<file path="src/rtl/if_stage_if.sv">
// if_stage_if: pre-IF, instruction SRAM and ID handshake bundle around the IF stage
interface if_stage_if;
  logic pre_IF_IF_valid;
  logic [31:0] pre_IF_IF_pc;
  logic pre_IF_IF_exception;
  logic [4:0] pre_IF_IF_exccode;
  logic pre_IF_IF_tlb_refill;
  logic IF_allow_in;
  logic inst_req_accepted;
  logic inst_sram_data_ok;
  logic [31:0] inst_sram_rdata;
  logic flush;
  logic IF_stall_wait_for_data;
  logic ID_allow_in;
  logic IF_ID_valid;
  logic [31:0] IF_ID_pc;
  logic [31:0] IF_ID_inst;
  logic IF_ID_exception;
  logic [4:0] IF_ID_exccode;
  logic IF_ID_tlb_refill;
  modport master (
    output pre_IF_IF_valid, pre_IF_IF_pc, pre_IF_IF_exception, pre_IF_IF_exccode, pre_IF_IF_tlb_refill,
    output inst_req_accepted, inst_sram_data_ok, inst_sram_rdata, flush, ID_allow_in,
    input IF_allow_in, IF_stall_wait_for_data, IF_ID_valid, IF_ID_pc, IF_ID_inst,
    input IF_ID_exception, IF_ID_exccode, IF_ID_tlb_refill
  );
  modport slave (
    input pre_IF_IF_valid, pre_IF_IF_pc, pre_IF_IF_exception, pre_IF_IF_exccode, pre_IF_IF_tlb_refill,
    input inst_req_accepted, inst_sram_data_ok, inst_sram_rdata, flush, ID_allow_in,
    output IF_allow_in, IF_stall_wait_for_data, IF_ID_valid, IF_ID_pc, IF_ID_inst,
    output IF_ID_exception, IF_ID_exccode, IF_ID_tlb_refill
  );
endinterface

</file>
<file path="src/rtl/if_stage.sv">
// if_stage: holds the accepted PC, buffers its instruction for ID, forwards pre-IF exceptions and drops stale responses after a flush
module if_stage #(
  parameter int DISCARD_W = 2
) (
  input logic clk,
  input logic reset,
  if_stage_if.slave bus
);
  logic valid, exc, refill, have_inst;
  logic [31:0] pc, inst_buf;
  logic [4:0] exccode;
  logic [DISCARD_W-1:0] discard_cnt;
  logic data_live, data_stale, ready, leaving, outstanding;
  logic [DISCARD_W:0] flush_cnt;
  assign data_live = bus.inst_sram_data_ok & (discard_cnt == '0);
  assign data_stale = bus.inst_sram_data_ok & (discard_cnt != '0);
  assign ready = exc | have_inst | data_live;
  assign bus.IF_ID_valid = valid & ready & !bus.flush;
  assign leaving = bus.IF_ID_valid & bus.ID_allow_in;
  assign bus.IF_allow_in = !valid | leaving;
  assign outstanding = valid & !exc & !have_inst & !data_live;
  assign bus.IF_stall_wait_for_data = outstanding;
  assign bus.IF_ID_pc = pc;
  assign bus.IF_ID_inst = exc ? '0 : have_inst ? inst_buf : bus.inst_sram_rdata;
  assign bus.IF_ID_exception = exc;
  assign bus.IF_ID_exccode = exccode;
  assign bus.IF_ID_tlb_refill = refill;
  assign flush_cnt = {1'b0, discard_cnt} - (DISCARD_W+1)'(data_stale)
                   + (DISCARD_W+1)'(outstanding) + (DISCARD_W+1)'(bus.inst_req_accepted);
  always_ff @(posedge clk) begin
    if (reset) begin
      valid <= 1'b0;
      pc <= '0;
      exc <= 1'b0;
      exccode <= '0;
      refill <= 1'b0;
      have_inst <= 1'b0;
      inst_buf <= '0;
      discard_cnt <= '0;
    end else if (bus.flush) begin
      valid <= 1'b0;
      have_inst <= 1'b0;
      discard_cnt <= flush_cnt[DISCARD_W-1:0];
    end else begin
      discard_cnt <= discard_cnt - DISCARD_W'(data_stale);
      if (bus.pre_IF_IF_valid & bus.IF_allow_in) begin
        valid <= 1'b1;
        pc <= bus.pre_IF_IF_pc;
        exc <= bus.pre_IF_IF_exception;
        exccode <= bus.pre_IF_IF_exccode;
        refill <= bus.pre_IF_IF_tlb_refill;
        have_inst <= 1'b0;
      end else if (leaving) begin
        valid <= 1'b0;
        have_inst <= 1'b0;
      end else if (data_live & valid & !have_inst & !exc) begin
        inst_buf <= bus.inst_sram_rdata;
        have_inst <= 1'b1;
      end
    end
  end
  a_live_needs_waiter: assert property (@(posedge clk) disable iff (reset)
    !(data_live & !(valid & !exc & !have_inst)));
  a_discard_overflow: assert property (@(posedge clk) disable iff (reset)
    !(bus.flush & flush_cnt[DISCARD_W]));
endmodule

</file>
<file path="src/flat_wrapper.sv">
// flat-port wrapper written by rule: the top's interface ports become plain ports
module if_stage_flat 
#(
  parameter int DISCARD_W = 2
)
  (clk, reset, bus_pre_IF_IF_valid, bus_pre_IF_IF_pc, bus_pre_IF_IF_exception, bus_pre_IF_IF_exccode, bus_pre_IF_IF_tlb_refill, bus_inst_req_accepted, bus_inst_sram_data_ok, bus_inst_sram_rdata, bus_flush, bus_ID_allow_in, bus_IF_allow_in, bus_IF_stall_wait_for_data, bus_IF_ID_valid, bus_IF_ID_pc, bus_IF_ID_inst, bus_IF_ID_exception, bus_IF_ID_exccode, bus_IF_ID_tlb_refill);
  if_stage_if bus_i ();
  input logic clk;
  input logic reset;
  input wire logic [$bits(bus_i.pre_IF_IF_valid)-1:0] bus_pre_IF_IF_valid;
  input wire logic [$bits(bus_i.pre_IF_IF_pc)-1:0] bus_pre_IF_IF_pc;
  input wire logic [$bits(bus_i.pre_IF_IF_exception)-1:0] bus_pre_IF_IF_exception;
  input wire logic [$bits(bus_i.pre_IF_IF_exccode)-1:0] bus_pre_IF_IF_exccode;
  input wire logic [$bits(bus_i.pre_IF_IF_tlb_refill)-1:0] bus_pre_IF_IF_tlb_refill;
  input wire logic [$bits(bus_i.inst_req_accepted)-1:0] bus_inst_req_accepted;
  input wire logic [$bits(bus_i.inst_sram_data_ok)-1:0] bus_inst_sram_data_ok;
  input wire logic [$bits(bus_i.inst_sram_rdata)-1:0] bus_inst_sram_rdata;
  input wire logic [$bits(bus_i.flush)-1:0] bus_flush;
  input wire logic [$bits(bus_i.ID_allow_in)-1:0] bus_ID_allow_in;
  output wire logic [$bits(bus_i.IF_allow_in)-1:0] bus_IF_allow_in;
  output wire logic [$bits(bus_i.IF_stall_wait_for_data)-1:0] bus_IF_stall_wait_for_data;
  output wire logic [$bits(bus_i.IF_ID_valid)-1:0] bus_IF_ID_valid;
  output wire logic [$bits(bus_i.IF_ID_pc)-1:0] bus_IF_ID_pc;
  output wire logic [$bits(bus_i.IF_ID_inst)-1:0] bus_IF_ID_inst;
  output wire logic [$bits(bus_i.IF_ID_exception)-1:0] bus_IF_ID_exception;
  output wire logic [$bits(bus_i.IF_ID_exccode)-1:0] bus_IF_ID_exccode;
  output wire logic [$bits(bus_i.IF_ID_tlb_refill)-1:0] bus_IF_ID_tlb_refill;
  assign bus_i.pre_IF_IF_valid = bus_pre_IF_IF_valid;
  assign bus_i.pre_IF_IF_pc = bus_pre_IF_IF_pc;
  assign bus_i.pre_IF_IF_exception = bus_pre_IF_IF_exception;
  assign bus_i.pre_IF_IF_exccode = bus_pre_IF_IF_exccode;
  assign bus_i.pre_IF_IF_tlb_refill = bus_pre_IF_IF_tlb_refill;
  assign bus_i.inst_req_accepted = bus_inst_req_accepted;
  assign bus_i.inst_sram_data_ok = bus_inst_sram_data_ok;
  assign bus_i.inst_sram_rdata = bus_inst_sram_rdata;
  assign bus_i.flush = bus_flush;
  assign bus_i.ID_allow_in = bus_ID_allow_in;
  assign bus_IF_allow_in = bus_i.IF_allow_in;
  assign bus_IF_stall_wait_for_data = bus_i.IF_stall_wait_for_data;
  assign bus_IF_ID_valid = bus_i.IF_ID_valid;
  assign bus_IF_ID_pc = bus_i.IF_ID_pc;
  assign bus_IF_ID_inst = bus_i.IF_ID_inst;
  assign bus_IF_ID_exception = bus_i.IF_ID_exception;
  assign bus_IF_ID_exccode = bus_i.IF_ID_exccode;
  assign bus_IF_ID_tlb_refill = bus_i.IF_ID_tlb_refill;
  if_stage #(.DISCARD_W(DISCARD_W)) u_core (.clk(clk), .reset(reset), .bus(bus_i));
endmodule
</file>
<file path="config.mk">
export PLATFORM = sky130hd
export DESIGN_NAME = if_stage_flat
export DESIGN_NICKNAME = d
export VERILOG_FILES = /design/src/rtl/if_stage_if.sv /design/src/rtl/if_stage.sv /design/src/flat_wrapper.sv
export SDC_FILE = /design/constraint.sdc
export NUM_CORES = 1
export LEC_CHECK = 0
export BUFFER_PORTS_ARGS = -buffer_cell sky130_fd_sc_hd__buf_2
export CAP_MARGIN = 15
export CELL_PAD_IN_SITES_DETAIL_PLACEMENT = 1
export CELL_PAD_IN_SITES_GLOBAL_PLACEMENT = 1
export CORE_ASPECT_RATIO = 0.7
export CORE_MARGIN = 10
export CORE_UTILIZATION = 35
export CTS_CLUSTER_DIAMETER = 40
export DETAILED_ROUTE_END_ITERATION = 8
export HOLD_SLACK_MARGIN = 0.06
export PLACE_DENSITY = 0.86
export REMOVE_ABC_BUFFERS = 1
export SYNTH_ARGS = -nofsm -noshare
export SYNTH_HDL_FRONTEND = slang
export SYNTH_SLANG_ARGS = --single-unit
</file>
<file path="constraint.sdc">
create_clock -name clk -period 3.1 [get_ports clk]
set_clock_uncertainty 0.05 [all_clocks]
set_input_delay 0.155 -clock clk [delete_from_list [all_inputs] [get_ports clk]]
set_output_delay 0.155 -clock clk [all_outputs]
set_load 0.02 [all_outputs]
</file>
======== Word level (Yosys, flattened, before mapping) ========
Cells that the tools add are included.
W data, S select, Z words.
storage, ports and cells
  bits of input ports ..................... 78
  flip-flop bits (word level) ............. 75
  word-level logic and storage cells ...... 47
  output and inout port bits .............. 74
cells by class
  $add $sub $neg .......................... 4
  multiplexer cells ....................... 5
  bitwise operators ....................... 18
  reduce and logical (&&, ||, !) cells .... 12
operators by type and width
  cell                number
  $mux W32            2
  $and A1 B1 Y1       12
  $logic_not A1 Y1    5
  $add A2 B1 Y2       2
  $reduce_and A4 Y1   1
  $reduce_bool A2 Y1  2
  $reduce_or A4 Y1    1
  $sub A2 B1 Y2       2
  $not A1 Y1          3
  $or A1 B1 Y1        3
  $logic_not A2 Y1    1
  $mux W1             2
  $mux W2             1
  $reduce_and A2 Y1   1
  $reduce_or A2 Y1    1

======== Depth between registers and ports, before layout ========
  depth after elaboration ................. 10
  mapped depth ............................ 9
  depth with buffers taken out ............ 7

======== Least setup slack after synthesis ========
Ideal clock, no wire load.
  path kind ............................... flip-flop to flip-flop
  start ................................... register u_core.exc (netlist: u_core.bus.IF_ID_exception)
  end ..................................... register u_core.discard_cnt[1]
  data required time ...................... 2.929 ns
  stages on the path, launching flop included .. 10
  buffers on the path ..................... 3
  library setup time ...................... 0.121 ns
  path slack .............................. 0.312 ns
  clock period less this slack ............ 2.788 ns
  arrival time ............................ 2.617 ns
  cells stage by stage .................... dfxtp_1 clkbuf_1 or3b_1 clkbuf_1 clkbuf_1 nor2_1 fa_1 xnor2_1 a21oi_1 mux2_2
on the way
  longest elaborated chain between the ends .. 7
RTL lines
  what                                  line                RTL
  start: declaration                    if_stage.sv:9       logic valid, exc, refill, have_inst;
  start signal: assignment              if_stage.sv:49      exc <= bus.pre_IF_IF_exception;
  $logic_not A1 Y1                      if_stage.sv:21      assign outstanding = valid & !exc & !have_inst & !data_live;
  $and A1 B1 Y1 (3 in a row)            if_stage.sv:21
  named net bus_IF_stall_wait_for_data  flat_wrapper.sv:21  output wire logic [$bits(bus_i.IF_stall_wait_for_data)-1:0] bus_IF_stall_wait_for_data;
  $add A2 B1 Y2 (2 in a row)            if_stage.sv:29      + (DISCARD_W+1)'(outstanding) + (DISCARD_W+1)'(bus.inst_req_accepted);
  $mux W2                               if_stage.sv:40      end else if (bus.flush) begin
  end signal: assignment                if_stage.sv:43      discard_cnt <= flush_cnt[DISCARD_W-1:0];
  end signal: assignment                if_stage.sv:45      discard_cnt <= discard_cnt - DISCARD_W'(data_stale);
  end: declaration                      if_stage.sv:12      logic [DISCARD_W-1:0] discard_cnt;
The timed path passes the listed nets, and every way through them passes these cells.
A chain may end at the register's enable or synchronous reset.

======== Worst setup path after layout ========
  start ................................... register u_core.discard_cnt[1]
  end ..................................... register u_core.pc[27] (netlist: u_core.bus.IF_ID_pc[27])
on the way
  longest elaborated chain between the ends .. 9
RTL lines
  what                         line            RTL
  $logic_not A2 Y1             if_stage.sv:15  assign data_live = bus.inst_sram_data_ok & (discard_cnt == '0);
  $and A1 B1 Y1                if_stage.sv:15
  $or A1 B1 Y1                 if_stage.sv:17  assign ready = exc | have_inst | data_live;
  $and A1 B1 Y1 (2 in a row)   if_stage.sv:18  assign bus.IF_ID_valid = valid & ready & !bus.flush;
  $and A1 B1 Y1                if_stage.sv:19  assign leaving = bus.IF_ID_valid & bus.ID_allow_in;
  $or A1 B1 Y1                 if_stage.sv:20  assign bus.IF_allow_in = !valid | leaving;
  $and A1 B1 Y1                if_stage.sv:46  if (bus.pre_IF_IF_valid & bus.IF_allow_in) begin
  $reduce_and A2 Y1 (no line)  --
  end signal: assignment       if_stage.sv:48  pc <= bus.pre_IF_IF_pc;
  end: declaration             if_stage.sv:10  logic [31:0] pc, inst_buf;
No other way between the ends.

==> results.yml <==
timing:
  tightest_slew_ns: 0.980
  period_share_pct: 76.0
  setup_violations: 0
  hold_violations: 0
  rsz0062_at_grt: "no"
  fin_crit_ns: 2.36
  fmaxAchievable_mhz: 424
  report.final.slew_viol_count: 0
  maxSlewHeadroom_pct: 34.6
clocking:
  cts_buffers: 9
  cts_tree: "yes"
  cts.sinks: 75
  cts_resized: 0
  clk_pin_slew_ns: 0.06
  cts_buffer_depth: 2
  insertion_delay_ns: 0.33
  cts_root_buf: "clkbuf_16"
  cts-htree-levels: 3
power:
  ir_worst_vdd_mv: 0.294
  powerDensity_nw_per_um2: 472
  p_leak_nw: 2.33
critical_path:
  cp.required_ns: 3.30
  crit_type: "reg2reg"
  rr_startpoint: "u_core.discard_cnt[1]"
  path_max_fanout: 39
  arrival_ns: 2.56
  worstReg2RegEnd: "u_core.bus.IF_ID_pc[27]"
  reg2reg_slack_ns: 0.74
  start_kind: "flip-flop"
  critPathCaptureType: "flip-flop"
  rr_worst_depth: 5
die:
  io-pin-count: 152
  coreArea_um2: 10900
  die-area_um2: 15800
  die_h_um: 108
  fp.dieW_um: 146
  placementRows: 32
  start_util_pct: 35.5
yosys:
  synthTopCellsByArea: "dfxtp_1 (39%), mux2i_1 (18%), nand2b_1 (13%)"
  async_reset_ff_share_pct: 0
  synth_edf_count: 0
  yosysWarningCount: 0
  synthFlopType: "dfxtp_1"
  syn_inst: 433
  yosysSeqAreaShare_pct: 38.7
  yosysTopAreaCell: "dfxtp_1"
  ys_seq_elements: 75
  synth_most_common_cell: "nand2b_1"
  synth_common_cells: "nand2b_1 (78), dfxtp_1 (75), mux2i_1 (71), nor2_1 (40), clkbuf_1 (38)"
  syn_area_um2: 3880
  syn_avg_cell_area_um2: 8.97
  ys_types: 27
  netlist.area_leader.share_pct: 38.7
global_route:
  grt_use_total_pct: 17.4
  grt_overflow: 0
  grt_pass1_wl_mm: 22.8
  grt_max_degree: 70
  antenna_found_initial: 1
  grt_pass1_vias: 4325
detailed_routing:
  post-route-drc-count: 0
  wl_per_cell_um: 18.1
  drt-total-wl_mm: 14.2
  drtPass1Iterations: 4
  viasPerCell: 4.99
  antenna_left: 0
  drt_iter0_markers: 223
  vias: 3910
placed_design:
  io_buffer_count: 151
  gp_congestion: 0.775
  dp_hpwl_mm: 9.33
  place_area_um2: 4720
worst_hold_path:
  worstHoldPathCells: 3
  holdCritStartpoint: "bus_pre_IF_IF_pc[27]"
  hold_path.class: "in2reg"
  holdPathEnd: "u_core.bus.IF_ID_pc[27]"
cells_and_area:
  final_layout_size_suffix_gt1_share_pct: 29.4
  fin_nets: 705
  fin_area_um2: 5680
  utilization_pct: 52.0
  area_delta_synth_final_pct: 46.3
status:
  status: "finished clean"
job:
  maxCapViolCount: 0
==> repair_timing <==
item	CTS	global route
hold buffers	65	0
buffers inserted	0	0
endpoints found under the hold margin	65	0
==> critical path: stages (launching register included) <==
cell	delay [ns]
dfxtp_1	0.34
or3b_1	0.38
buf_4	0.26
a2111oi_4	0.33
buf_4	0.59
mux2i_1	0.28
==> metrics by stage <==
stage	std cells	setup TNS (ns)	total power [mW]	hold slack (ns)	worst slack, ns
2_1_floorplan	387	-55.80	1.35	0.174	-1.38
3_3_place_gp	701	0	1.56	0.353	0.879
3_5_place_dp	701	0	1.59	0.368	0.719
4_1_cts	782	0	2.72	0.0618	0.706
5_1_grt	783	0	2.81	0.0663	0.656
6_report	784	0	2.68	0.0723	0.744
==> layout make-up <==
cell class | instances | area [µm²]
Inverter | 3 | 11.3
Clock buffer | 10 | 239
Timing Repair Buffer | 226 | 1480
Sequential cell | 75 | 1500
Fill cell | 1306 | 5250
Clock inverter | 6 | 65.1
Tap cell | 153 | 191
Antenna cell | 2 | 5.00
Multi-Input combinational cell | 309 | 2190
==> placed cells by master (no fill, tap or decap), types with 2 or more instances in the layout <==
cell           count
nand2b_1          78
nor3_1             2
a21oi_1           34
nor2_1            39
mux2i_1           71
dlygate4sd3_1     65
ha_1               2
o31ai_1           33
nor3b_1            2
clkinv_4           2
nand4_1           32
buf_4             10
clkinv_2           2
dfxtp_1           74
buf_2            151
diode_2            2
o21a_1             2
nor2b_1            2
inv_1              3
clkbuf_16          9
or3b_1             2
==> routing by layer <==
metal	track usage (%)	wire, µm
met4	5.90	297
met2	32.4	7420
met3	4.42	722
met5	0	0
met1	19.2	5770
==> power by group <==
part | switching, mW | internal (mW) | leakage (nW) | total (mW)
clock | 0.404 | 0.645 | 0.148 | 1.05
combinational | 0.361 | 0.244 | 1.57 | 0.605
sequential | 0.0266 | 1.00 | 0.610 | 1.03
total | 0.792 | 1.89 | 2.33 | 2.68
==> sequential cells by signal, summed over array words and instances, names as in the netlist <==
name / cells
u_core.bus.IF_ID_pc: 32
u_core.inst_buf: 32
u_core.bus.IF_ID_exccode: 5
u_core.discard_cnt: 2
u_core.bus.IF_ID_exception: 1
u_core.bus.IF_ID_tlb_refill: 1
u_core.have_inst: 1
u_core.valid: 1
==> logic make-up (layout without fill, tap and decap cells) <==
group	Yosys count	count (layout)	share of synthesized area (%)
buffers and inverters	49	245	5.41
and+or+nand+nor	161	161	23.7
other	0	2	0
AOI/OAI and AO/OA	72	72	12.3
adders and majority gates	3	3	1.16
xor gates and xnor gates	1	1	0.226
DFF	75	75	38.7
muxes	72	72	18.6
==> worst max-delay path by stage <==
stage / end / cells past startpoint / start
floorplan: u_core.bus.IF_ID_exccode[0] / 3 / u_core.have_inst
global placement: u_core.bus.IF_ID_pc[14] / 5 / u_core.discard_cnt[1]
detailed placement: u_core.bus.IF_ID_pc[30] / 5 / u_core.discard_cnt[1]
CTS: u_core.bus.IF_ID_pc[30] / 5 / u_core.discard_cnt[1]
global route: u_core.bus.IF_ID_pc[26] / 5 / u_core.discard_cnt[1]
finish: u_core.bus.IF_ID_pc[27] / 5 / u_core.discard_cnt[1]
(Power assumes the default switching activity.)
